<file path="src/rtl/conv_tap_sched.sv">
// Raster-order tap-lane sequencer for one convolution layer: issue all lanes, gather completions, hand the pixel to writeback.
// Optional lane timeout: define CONV_TAP_SCHED_TIMEOUT_EN.
module conv_tap_sched #(
    parameter int LANES   = 9,
    parameter int OUT_W   = 4,
    parameter int OUT_H   = 4,
    parameter int CW      = 4,
    parameter int TIMEOUT = 64
) (
    input  logic             clk,
    input  logic             rst,
    input  logic             start,
    output logic             busy,
    output logic             done,
    output logic             err,
    output logic [LANES-1:0] lane_start,
    input  logic [LANES-1:0] lane_done,
    output logic             out_valid,
    input  logic             out_ready,
    output logic [CW-1:0]    out_row,
    output logic [CW-1:0]    out_col
);

    // state  | meaning
    // IDLE   | waiting for start
    // ISSUE  | lane_start pulse, sticky cleared
    // WAIT   | collecting lane_done into sticky vector
    // EMIT   | presenting pixel, waiting for out_ready
    typedef enum logic [1:0] {
        S_IDLE  = 2'd0,
        S_ISSUE = 2'd1,
        S_WAIT  = 2'd2,
        S_EMIT  = 2'd3
    } state_t;

    localparam logic [CW-1:0] LAST_COL = CW'(OUT_W - 1);
    localparam logic [CW-1:0] LAST_ROW = CW'(OUT_H - 1);

    state_t             state_q, state_d;
    logic [CW-1:0]      row_q, row_d;
    logic [CW-1:0]      col_q, col_d;
    logic [LANES-1:0]   sticky_q, sticky_d;
    logic               done_q, done_d;
    logic               hs;

`ifdef CONV_TAP_SCHED_TIMEOUT_EN
    localparam int CNT_W = $clog2(TIMEOUT + 1);
    localparam logic [CNT_W-1:0] CNT_LIM = CNT_W'(TIMEOUT);
    logic [CNT_W-1:0]   cnt_q, cnt_d;
    logic               err_hit;
`endif

    assign hs = out_valid & out_ready;

    always_comb begin
        state_d    = state_q;
        row_d      = row_q;
        col_d      = col_q;
        sticky_d   = sticky_q;
        done_d     = 1'b0;
        lane_start = '0;
        out_valid  = 1'b0;
`ifdef CONV_TAP_SCHED_TIMEOUT_EN
        cnt_d      = cnt_q;
        err_hit    = 1'b0;
`endif
        case (state_q)
            S_IDLE: begin
                if (start) begin
                    row_d   = '0;
                    col_d   = '0;
                    state_d = S_ISSUE;
                end
            end
            S_ISSUE: begin
                lane_start = '1;
                sticky_d   = '0;
                state_d    = S_WAIT;
`ifdef CONV_TAP_SCHED_TIMEOUT_EN
                cnt_d      = '0;
`endif
            end
            S_WAIT: begin
                sticky_d = sticky_q | lane_done;
                if (&sticky_d) begin
                    state_d = S_EMIT;
                end
`ifdef CONV_TAP_SCHED_TIMEOUT_EN
                else if (cnt_q == CNT_LIM) begin
                    // abandon the layer; writeback never sees this pixel
                    err_hit = 1'b1;
                    state_d = S_IDLE;
                end else begin
                    cnt_d = cnt_q + CNT_W'(1);
                end
`endif
            end
            S_EMIT: begin
                out_valid = 1'b1;
                if (hs) begin
                    if ((row_q == LAST_ROW) && (col_q == LAST_COL)) begin
                        done_d  = 1'b1;
                        state_d = S_IDLE;
                    end else begin
                        if (col_q == LAST_COL) begin
                            col_d = '0;
                            row_d = row_q + CW'(1);
                        end else begin
                            col_d = col_q + CW'(1);
                        end
                        state_d = S_ISSUE;
                    end
                end
            end
            default: state_d = S_IDLE;
        endcase
    end

    always_ff @(posedge clk) begin
        if (rst) begin
            state_q  <= S_IDLE;
            row_q    <= '0;
            col_q    <= '0;
            sticky_q <= '0;
            done_q   <= 1'b0;
        end else begin
            state_q  <= state_d;
            row_q    <= row_d;
            col_q    <= col_d;
            sticky_q <= sticky_d;
            done_q   <= done_d;
        end
    end

`ifdef CONV_TAP_SCHED_TIMEOUT_EN
    always_ff @(posedge clk) begin
        if (rst) begin
            cnt_q <= '0;
        end else begin
            cnt_q <= cnt_d;
        end
    end
    assign err = err_hit;
`else
    assign err = 1'b0;
`endif

    assign busy    = (state_q != S_IDLE);
    assign done    = done_q;
    assign out_row = row_q;
    assign out_col = col_q;

endmodule
</file>
<file path="config.mk">
export PLATFORM = sky130hd
export DESIGN_NAME = conv_tap_sched
export DESIGN_NICKNAME = d
export VERILOG_FILES = /design/src/rtl/conv_tap_sched.sv
export SDC_FILE = /design/constraint.sdc
export NUM_CORES = 1
export LEC_CHECK = 0
export CORE_ASPECT_RATIO = 1.1
export CORE_MARGIN = 1.5
export CORE_UTILIZATION = 46
export DETAILED_ROUTE_END_ITERATION = 6
export HOLD_SLACK_MARGIN = 0.05
export PLACE_DENSITY = 0.75
export RECOVER_POWER = 50
export SYNTH_ARGS = -nofsm -noshare
export SYNTH_HDL_FRONTEND = slang
export SYNTH_SLANG_ARGS = --single-unit
</file>
<file path="constraint.sdc">
create_clock -name clk -period 5.1 [get_ports clk]
set_clock_uncertainty 0.1 [all_clocks]
set_input_delay 1.02 -clock clk [delete_from_list [all_inputs] [get_ports clk]]
set_output_delay 1.02 -clock clk [all_outputs]
set_load 0.01 [all_outputs]
</file>
==> metrics.md, run 1 <==
| Metric | Value |
|---|---|
| Clk buf depth | `2` |
| Post-cts sizing count | `0` |
| DR WL/cell | `12.7 um` |
| Cell-internal power | `0.423 mW` |
| Final Cell Area | `0.00142 mm^2` |
| Hold Crit Class | `flop to flop` |
| Sequential share of the synthesized area | `0.357` |
| WP data arrival | `1.77 ns` |
| Clk_lat worst skew | `0.31 ns` |
| RSZ-0062 raised after global routing | `no` |
| Max Cap Violations | `0` |
| # DRC | `0` |
| Initial Utilization | `0.493` |
| DRT antenna net count | `0` |
| Crit path launch type | `flop` |
| Via density | `5.57` |
| Multi-input gate area | `601 um^2` |
| Pwr per Cell Area | `496 mW/mm^2` |
| Sink Count | `20` |
| Clock input transition at the sequential cells of the worst setup and hold paths | `0.12 ns` |
| Final setup vio count | `0` |
| Worst setup EP type | `output port` |
| All-Layer GR Usage | `0.200` |
| Post-synth top flop | `dfxtp_1` |
| Slew at the pin with the worst max-slew slack | `0.503 ns` |
| Detailed Route Iter0 Violations | `30` |
| Num CTS Buffers | `3` |
| Most frequent cell after synthesis | `dfxtp_1` |
| PortBufs | `32` |
| Number of global-route vias before repair | `947` |
| Mean Syn Cell Area | `8.50 um^2` |
| CTS H-tree depth | `1` |
| Yosys reg bits | `20` |
| CP max FO | `11` |
| WHS | `0.387 ns` |
| Initial antenna violation count | `0` |
| Outcome | `finished, final reports clean` |
| Final min period | `2.89 ns` |
| Most instantiated cells after synthesis | `dfxtp_1, a21oi_1, nor2_1` |
| RePlAce Congestion | `0.857` |
| Core Footprint | `0.00227 mm^2` |
| Syn Inst Count | `132` |
| Crit-path max cell delay | `0.61 ns` |
| Root Buffer | `clkbuf_4` |
| Post-synth EDFFs | `0` |
| Net count, final | `176` |
| Dpl cell area | `0.00138 mm^2` |
| Die height | `54.8 um` |
| Sequential share of power | `0.309` |
| First-pass GRT wire length | `4070 um` |
| Post-layout util | `0.623` |
| Die X | `50.1 um` |
| Final WL | `2350 um` |
| Row count | `18` |
| Filler instances | `207` |
| Slew Viols, Final | `0` |
| Final Hold Fails | `0` |
| Slew headroom | `0.665` |
| Final Cycle Share | `0.567` |
| Area contributors post-synth | `dfxtp_1, ha_1, a21oi_1, buf_4, nor2_1` |
| CTS tree | `done` |
| Maximum VDD drop | `0.328 mV` |
| Leak Pwr | `0.524 nW` |
| GR Overflow Total | `0` |
| Die area | `0.00275 mm^2` |
| Top cell type's share of synthesized area | `0.357` |
| Syn_nets | `152` |
| Part of the power in combinational logic | `0.559` |
| I/O pin cnt | `34` |
| Via count | `1030` |
| Overall Power | `0.703 mW` |
| Setup tns final | `0 ns` |
| Crit-path cells | `ha_1 -> clkdlybuf4s50_1` |
| Leading area contributor after synthesis | `dfxtp_1` |
| WS Path Type | `flop to output port` |
| Sw frac | `0.398` |
| Layout cells sized above 1 | `0.0645` |
| 1st-pass router iterations | `4` |
| CP bufs+invs | `1` |
| Layout Area Growth over Synthesis | `26.3%` |
| Asr flop ratio synth | `0` |
| Critical Path RT | `3.98 ns` |
| Mapped Area | `0.00112 mm^2` |
| Crit path max-delay cell type | `clkdlybuf4s50_1` |
| Kind of cell adding the most delay to the critical path | `buffers and inverters` |
| Setup repair bufs after CTS | `0` |
| NetSw | `0.280 mW` |
| ANT cells | `0` |
| Largest net degree at the start of global routing | `13` |
| Clock power frac | `0.132` |
| # hold bufs at CTS | `0` |
| Hpwl dp | `1860 um` |
| Netlist cell types | `38` |
| Fmax achieved | `346 MHz` |
| Ys Warns | `0` |
| Seq. cell area | `400 um^2` |
[state kept, by name (all words and copies together) (netlist names)]
| register | flops |
|---|---|
| state_q | 2 |
| sticky_q | 9 |
| done | 1 |
| out_col | 4 |
| out_row | 4 |
[power groups by stage]
stage	Sequential, mW	Combinational, mW	Clock (mW)
2_1_floorplan	0.215	0.292	0
3_3_place_gp	0.218	0.383	0
3_5_place_dp	0.220	0.397	0
4_1_cts	0.217	0.397	0.0989
5_1_grt	0.221	0.442	0.103
6_report	0.217	0.393	0.0931
[placed cells by master, fill, tap and decap left out, drive strengths merged, types with 3 or more instances in the layout]
cell           count
inv                6
nor2              15
o21ai              4
nor3b              3
nor3               4
ha                 7
clkdlybuf4s50     29
nand2b             3
dlygate4sd3        3
a31oi              4
dfxtp             20
nand4              3
o22ai              5
clkbuf             4
nor2b              3
a21oi             15
[worst min-delay path, stage by stage (launching register included)]
cell	delay (ns)
dfxtp_1	0.34
a21oi_1	0.04
nor2_1	0.07
[area by class of cell]
type,count,share of cell area
clock buffer,4,0.0256
inverter,6,0.0159
multi-input combinational,93,0.424
sequential,20,0.282
tap,30,0.0265
timing repair buffer,32,0.226
[metal layers]
layer  routed length [um]  GRT usage
met2                 1230      0.390
met4                   62      0.102
met3                  128     0.0383
met1                  935      0.205
met5                    0          0
[metrics by stage]
step           std cells  worst slack (ns)
3_3_place_gp         181              2.52
3_5_place_dp         181              2.48
5_1_grt              185              2.13
4_1_cts              185              2.19
2_1_floorplan        132              3.05
6_report             185              2.21
[final timing paths]
| kind | startpoint | endpoint | slack (ns) | cells past startpoint |
|---|---|---|---|---|
| min | sticky_q[2] | sticky_q[2] | 0.39 | 2 |
| max reg2reg | state_q[1] | out_row[3] | 3.00 | 5 |
| max | state_q[1] | out_valid | 2.21 | 2 |
| min reg2reg | sticky_q[2] | sticky_q[2] | 0.39 | 2 |
[cells by family after synthesis]
| family | Yosys count | share of synthesized area |
|---|---|---|
| DFF | 20 | 0.357 |
| xor gates and xnor gates | 1 | 0.00781 |
| adders and majority gates | 7 | 0.0780 |
| AOI/OAI and AO/OA | 36 | 0.193 |
| buffers and inverters | 19 | 0.108 |
| muxes | 1 | 0.00892 |
| other | 1 | 0.00334 |
| and+or+nand+nor | 47 | 0.244 |
No activity file was read; power rests on OpenSTA's default activity.
==> run 2, diff against run 1 <==
--- a/config.mk
+++ b/config.mk
@@ -7,10 +7,10 @@
 export LEC_CHECK = 0
 export CORE_ASPECT_RATIO = 1.1
 export CORE_MARGIN = 1.5
-export CORE_UTILIZATION = 46
+export CORE_UTILIZATION = 41
 export DETAILED_ROUTE_END_ITERATION = 6
 export HOLD_SLACK_MARGIN = 0.05
-export PLACE_DENSITY = 0.75
+export PLACE_DENSITY = 0.7
 export RECOVER_POWER = 50
 export SYNTH_ARGS = -nofsm -noshare
 export SYNTH_HDL_FRONTEND = slang
==> constraint.sdc (replaced) <==
create_clock -name clk -period 2.6 [get_ports clk]
set_clock_uncertainty 0.1 [all_clocks]
set_input_delay 0.52 -clock clk [delete_from_list [all_inputs] [get_ports clk]]
set_output_delay 0.52 -clock clk [all_outputs]
set_load 0.01 [all_outputs]
==> run 2 against run 1 <==
Net effect: die area increased by 11%; clock-buffer cell count decreased by 1; core utilization decreased by 5.9 points; final area increased by 1.2%; clock power grew to 2.8 times the previous value; register-to-register slack worse by 2.5 ns; via count down 3.8%; sequential power increased by 95%; hold slack barely moved; flip-flop and latch count unchanged; largest cell class unchanged; highest routed layer unchanged.
==> metrics.md, run 2 (synthesized netlist as in run 1, its figures left out) <==
| Metric | Value |
|---|---|
| DR WL/cell | `13.0 um` |
| R2R setup slack | `0.52 ns` |
| Fmax achieved | `419 MHz` |
| Slew Viols, Final | `0` |
| Initial antenna violation count | `0` |
| I/O pin cnt | `34` |
| Setup repair bufs after CTS | `0` |
| Hpwl dp | `1850 um` |
| Outcome | `finished, final reports clean` |
| Final Hold Fails | `0` |
| Post-cts sizing count | `0` |
| RePlAce Congestion | `0.804` |
| Filler instances | `253` |
| Final WL | `2420 um` |
| FF-to-FF End | `out_row[3]` |
| Final setup vio count | `0` |
| DRT antenna net count | `0` |
| Die height | `57.9 um` |
| Hold Path End | `sticky_q[7]` |
| WS Path Type | `flop to output port` |
| PortBufs | `32` |
| Worst setup EP type | `output port` |
| Root Buffer | `clkbuf_4` |
| Crit path max-delay cell type | `clkdlybuf4s50_1` |
| Seq. cell area | `400 um^2` |
| Critical Path RT | `1.98 ns` |
| Initial Utilization | `0.441` |
| Via density | `5.33` |
| CTS tree | `done` |
| Clock input transition at the sequential cells of the worst setup and hold paths | `0.12 ns` |
| Die X | `52.9 um` |
| All-Layer GR Usage | `0.182` |
| CP max FO | `11` |
| 1st-pass router iterations | `4` |
| Maximum VDD drop | `0.605 mV` |
| ANT cells | `0` |
| WP data arrival | `1.77 ns` |
| Layout Area Growth over Synthesis | `27.9%` |
| Most frequent cells in the layout | `clkdlybuf4s50_1, dfxtp_1, a21oi_1, nor2_1, dlygate4sd3_1` |
| Commonest non-fill, non-tap cell in the layout | `clkdlybuf4s50_1` |
| GR Overflow Total | `0` |
| Layout cells sized above 1 | `0.0645` |
| Setup tns final | `0 ns` |
| RR Startpoint | `state_q[1]` |
| Die area | `0.00306 mm^2` |
| Net count, final | `176` |
| Crit path launch type | `flop` |
| Pwr per Cell Area | `1010 mW/mm^2` |
| Multi-input gate area | `601 um^2` |
| # hold bufs at CTS | `0` |
| Crit-path max cell delay | `0.62 ns` |
| Max Cap Violations | `0` |
| Core Footprint | `0.00254 mm^2` |
| Clk buf depth | `2` |
| Sink Count | `20` |
| Num CTS Buffers | `3` |
| Max FFs per register | `9` |
| Overall Power | `1.45 mW` |
| Detailed Route Iter0 Violations | `16` |
| Row count | `19` |
| Via count | `991` |
| RSZ-0062 raised after global routing | `no` |
| Number of global-route vias before repair | `953` |
| CTS H-tree depth | `1` |
| Hold Crit Class | `flop to flop` |
| FF-to-FF path depth | `5` |
| Largest net degree at the start of global routing | `13` |
| First-pass GRT wire length | `4030 um` |
| Crit-path cells | `ha_1 -> clkdlybuf4s50_1` |
| Leak Pwr | `0.558 nW` |
| Hold Path Cell Cnt | `2` |
| Hold_sp | `sticky_q[7]` |
| # DRC | `0` |
| Final min period | `2.39 ns` |
| Most flops, register | `sticky_q` |
| Final Cycle Share | `0.918` |
| Clk_lat worst skew | `0.31 ns` |
run 2: cell types whose count changed in the layout (fill, tap and decap cells not counted), sizes merged:
cell / delta
clkdlybuf4s50: -6
dlygate4sd3: +6
bufinv: +1
clkbuf: -1
run 2: worst max-delay path: cells and delay by family (launching register included):
kind | cells | cell delay, ns
flip-flops | 1 | 0.43
buffers and inverters | 1 | 0.62
adder cells (fa/ha/maj) | 1 | 0.42
run 2: worst max path at each step:
| stage | startpoint | to | slack (ns) |
|---|---|---|---|
| 2_1_floorplan | state_q[1] | out_row[3] | 0.73 |
| 3_5_place_dp | out_ready | state_q[0] | 0.47 |
| 4_1_cts | state_q[1] | out_valid | 0.23 |
| 6_report | state_q[1] | out_valid | 0.21 |
| 3_3_place_gp | start | out_col[0] | 0.51 |
| 5_1_grt | state_q[0] | busy | 0.12 |
run 2: through the flow:
stage	hold WS (ns)	setup WS (ns)	utilization	instance area, um^2	cells
2_1_floorplan	0.337	0.729	-	1120	132
3_3_place_gp	0.349	0.510	0.544	1380	182
3_5_place_dp	0.361	0.472	0.544	1380	182
4_1_cts	0.392	0.230	0.564	1440	186
5_1_grt	0.425	0.123	0.564	1440	186
6_report	0.387	0.213	0.564	1440	186
run 2: cell type report:
cell class	instances	share of cell area
Tap cell	31	0.0270
Timing Repair Buffer	32	0.223
Multi-Input combinational cell	93	0.418
Inverter	6	0.0157
Clock buffer	3	0.0157
Clock inverter	1	0.0209
Sequential cell	20	0.279
run 2: per-layer routing:
metal,up-vias,wire length (um),GRT usage
met4,0,63,0.103
li1,515,-,-
met2,24,1200,0.307
met5,-,0,0
met3,7,109,0.0464
met1,445,1040,0.204
run 2: where the power goes:
part	switching [mW]	internal (mW)	total [mW]	leakage (nW)
Clock	0.104	0.156	0.260	0.0279
Sequential	0.0481	0.376	0.424	0.163
Combinational	0.401	0.366	0.767	0.368
Total	0.553	0.898	1.45	0.558
==> run 3, diff against run 2 <==
--- a/config.mk
+++ b/config.mk
@@ -9,6 +9,7 @@
 export CORE_MARGIN = 1.5
 export CORE_UTILIZATION = 41
 export DETAILED_ROUTE_END_ITERATION = 6
+export GPL_TIMING_DRIVEN = 0
 export HOLD_SLACK_MARGIN = 0.05
 export PLACE_DENSITY = 0.7
 export RECOVER_POWER = 50
==> run 3 against run 2 <==
Net effect: wire length up 0.37%; critical path depth up 2; clock power down 28%; worst setup slack worse by 0.013 ns.
==> metrics.md, run 3 (synthesized netlist as in run 1, its figures left out) <==
| Metric | Value |
|---|---|
| Via count | `1073` |
| Post-cts sizing count | `0` |
| Met1 WL | `1050 um` |
| Largest net degree at the start of global routing | `12` |
| Maximum VDD drop | `0.824 mV` |
| All-Layer GR Usage | `0.168` |
| Slew at the pin with the worst max-slew slack | `0.533 ns` |
| Final setup vio count | `0` |
| I/O pin cnt | `34` |
| Leak Pwr | `0.615 nW` |
| Setup repair bufs after CTS | `0` |
| CTS tree | `done` |
| Crit path max-delay cell type | `clkdlybuf4s50_1` |
| Die area | `0.00306 mm^2` |
| Overall Power | `1.48 mW` |
| Max Cap Violations | `0` |
| Max FFs per register | `9` |
| Clock input transition at the sequential cells of the worst setup and hold paths | `0.11 ns` |
| Dpl cell area | `0.00148 mm^2` |
| Slew Viols, Final | `0` |
| Worst setup EP type | `output port` |
| ANT cells | `0` |
| DRT antenna net count | `0` |
| Hpwl dp | `1890 um` |
| DR WL/cell | `12.2 um` |
| Sink Count | `20` |
| Die X | `52.9 um` |
| RePlAce Congestion | `0.795` |
| Hold Crit Class | `flop to flop` |
| Crit-path max cell delay | `0.53 ns` |
| Highest Signal Layer | `met4` |
| Via density | `5.39` |
| Most frequent cells in the layout | `clkdlybuf4s50_1, dfxtp_1, a21oi_1, nor2_1` |
| Final Cycle Share | `0.923` |
| WP data arrival | `1.78 ns` |
| Filler instances | `238` |
| Core Footprint | `0.00254 mm^2` |
| Initial antenna violation count | `0` |
| Outcome | `finished, final reports clean` |
| Die height | `57.9 um` |
| # DRC | `0` |
| Crit path launch type | `flop` |
| Layout Area Growth over Synthesis | `34.6%` |
| First-pass GRT wire length | `3870 um` |
| CP max FO | `9` |
| Clk buf depth | `2` |
| Root Buffer | `clkbuf_4` |
| WS Path Type | `flop to output port` |
| 1st-pass router iterations | `4` |
| Initial Utilization | `0.441` |
| Detailed Route Iter0 Violations | `12` |
| CTS H-tree depth | `1` |
| RSZ-0062 raised after global routing | `no` |
| Row count | `19` |
| Fmax achieved | `417 MHz` |
| PortBufs | `32` |
| Final Hold Fails | `0` |
| Final min period | `2.40 ns` |
| GR Overflow Total | `0` |
| Met3 WL | `116 um` |
| Commonest non-fill, non-tap cell in the layout | `clkdlybuf4s50_1` |
| Net count, final | `189` |
| Critical Path RT | `1.98 ns` |
| Clk_lat worst skew | `0.31 ns` |
| Routed met2 length | `1220 um` |
| Final Cell Area | `0.00151 mm^2` |
| Pwr per Cell Area | `983 mW/mm^2` |
| Num CTS Buffers | `3` |
| Final WL | `2420 um` |
| Slew headroom | `0.645` |
| Setup tns final | `0 ns` |
| Crit-path cells | `inv_1 -> ha_1 -> buf_4 -> clkdlybuf4s50_1` |
| # hold bufs at CTS | `0` |
| Number of global-route vias before repair | `935` |
| Most flops, register | `sticky_q` |
| Layout cells sized above 1 | `0.113` |
[run 3: changes by cell type in the layout (fill, tap and decap cells not counted), sizes merged]
cell,change
clkbuf,+4
buf,+9
bufinv,-1
dlymetal6s2s,+1
[run 3: report_power, final]
group / total, mW / switching [mW] / internal [mW]
clock: 0.187 / 0.101 / 0.0855
combinational: 0.874 / 0.425 / 0.449
sequential: 0.424 / 0.0480 / 0.376
total: 1.48 / 0.574 / 0.911
[run 3: routing by layer]
| metal | vias to the layer above | GRT usage |
|---|---|---|
| li1 | 541 | - |
| met1 | 502 | 0.200 |
| met2 | 26 | 0.295 |
| met3 | 4 | 0.0309 |
| met4 | 0 | 0.0659 |
| met5 | - | 0 |
[run 3: critical path, delay by kind of cell, from the launching register on]
| kind | cells | cell delay, ns |
|---|---|---|
| buffers and inverters | 3 | 0.80 |
| adder cells (fa/ha/maj) | 1 | 0.31 |
| flip-flops | 1 | 0.37 |
[run 3: layout make-up]
class,instances,area (um^2),area share
Clock buffer,4,36.3,0.0240
Tap cell,31,38.8,0.0257
Sequential cell,20,400,0.265
Inverter,6,22.5,0.0149
Multi-Input combinational cell,93,601,0.398
Timing Repair Buffer,32,320,0.212
Buffer,13,91.3,0.0605
[run 3: per-stage QoR]
stage	hold slack [ns]	util	std cells	setup WS, ns
finish	0.382	0.594	199	0.199
floorplan	0.337	-	132	0.729
CTS	0.391	0.597	199	0.171
global route	0.420	0.594	199	0.0889
detailed placement	0.361	0.582	195	0.411
global placement	0.347	0.582	195	0.428
[run 3: path summary, 6_finish.rpt]
path	startpoint	endpoint	slack, ns	cells after the start
worst max-delay path	state_q[1]	lane_start[5]	0.20	4
worst min register to register	sticky_q[6]	sticky_q[6]	0.38	2
worst min-delay path	sticky_q[6]	sticky_q[6]	0.38	2
worst max register to register	state_q[1]	state_q[0]	0.33	6
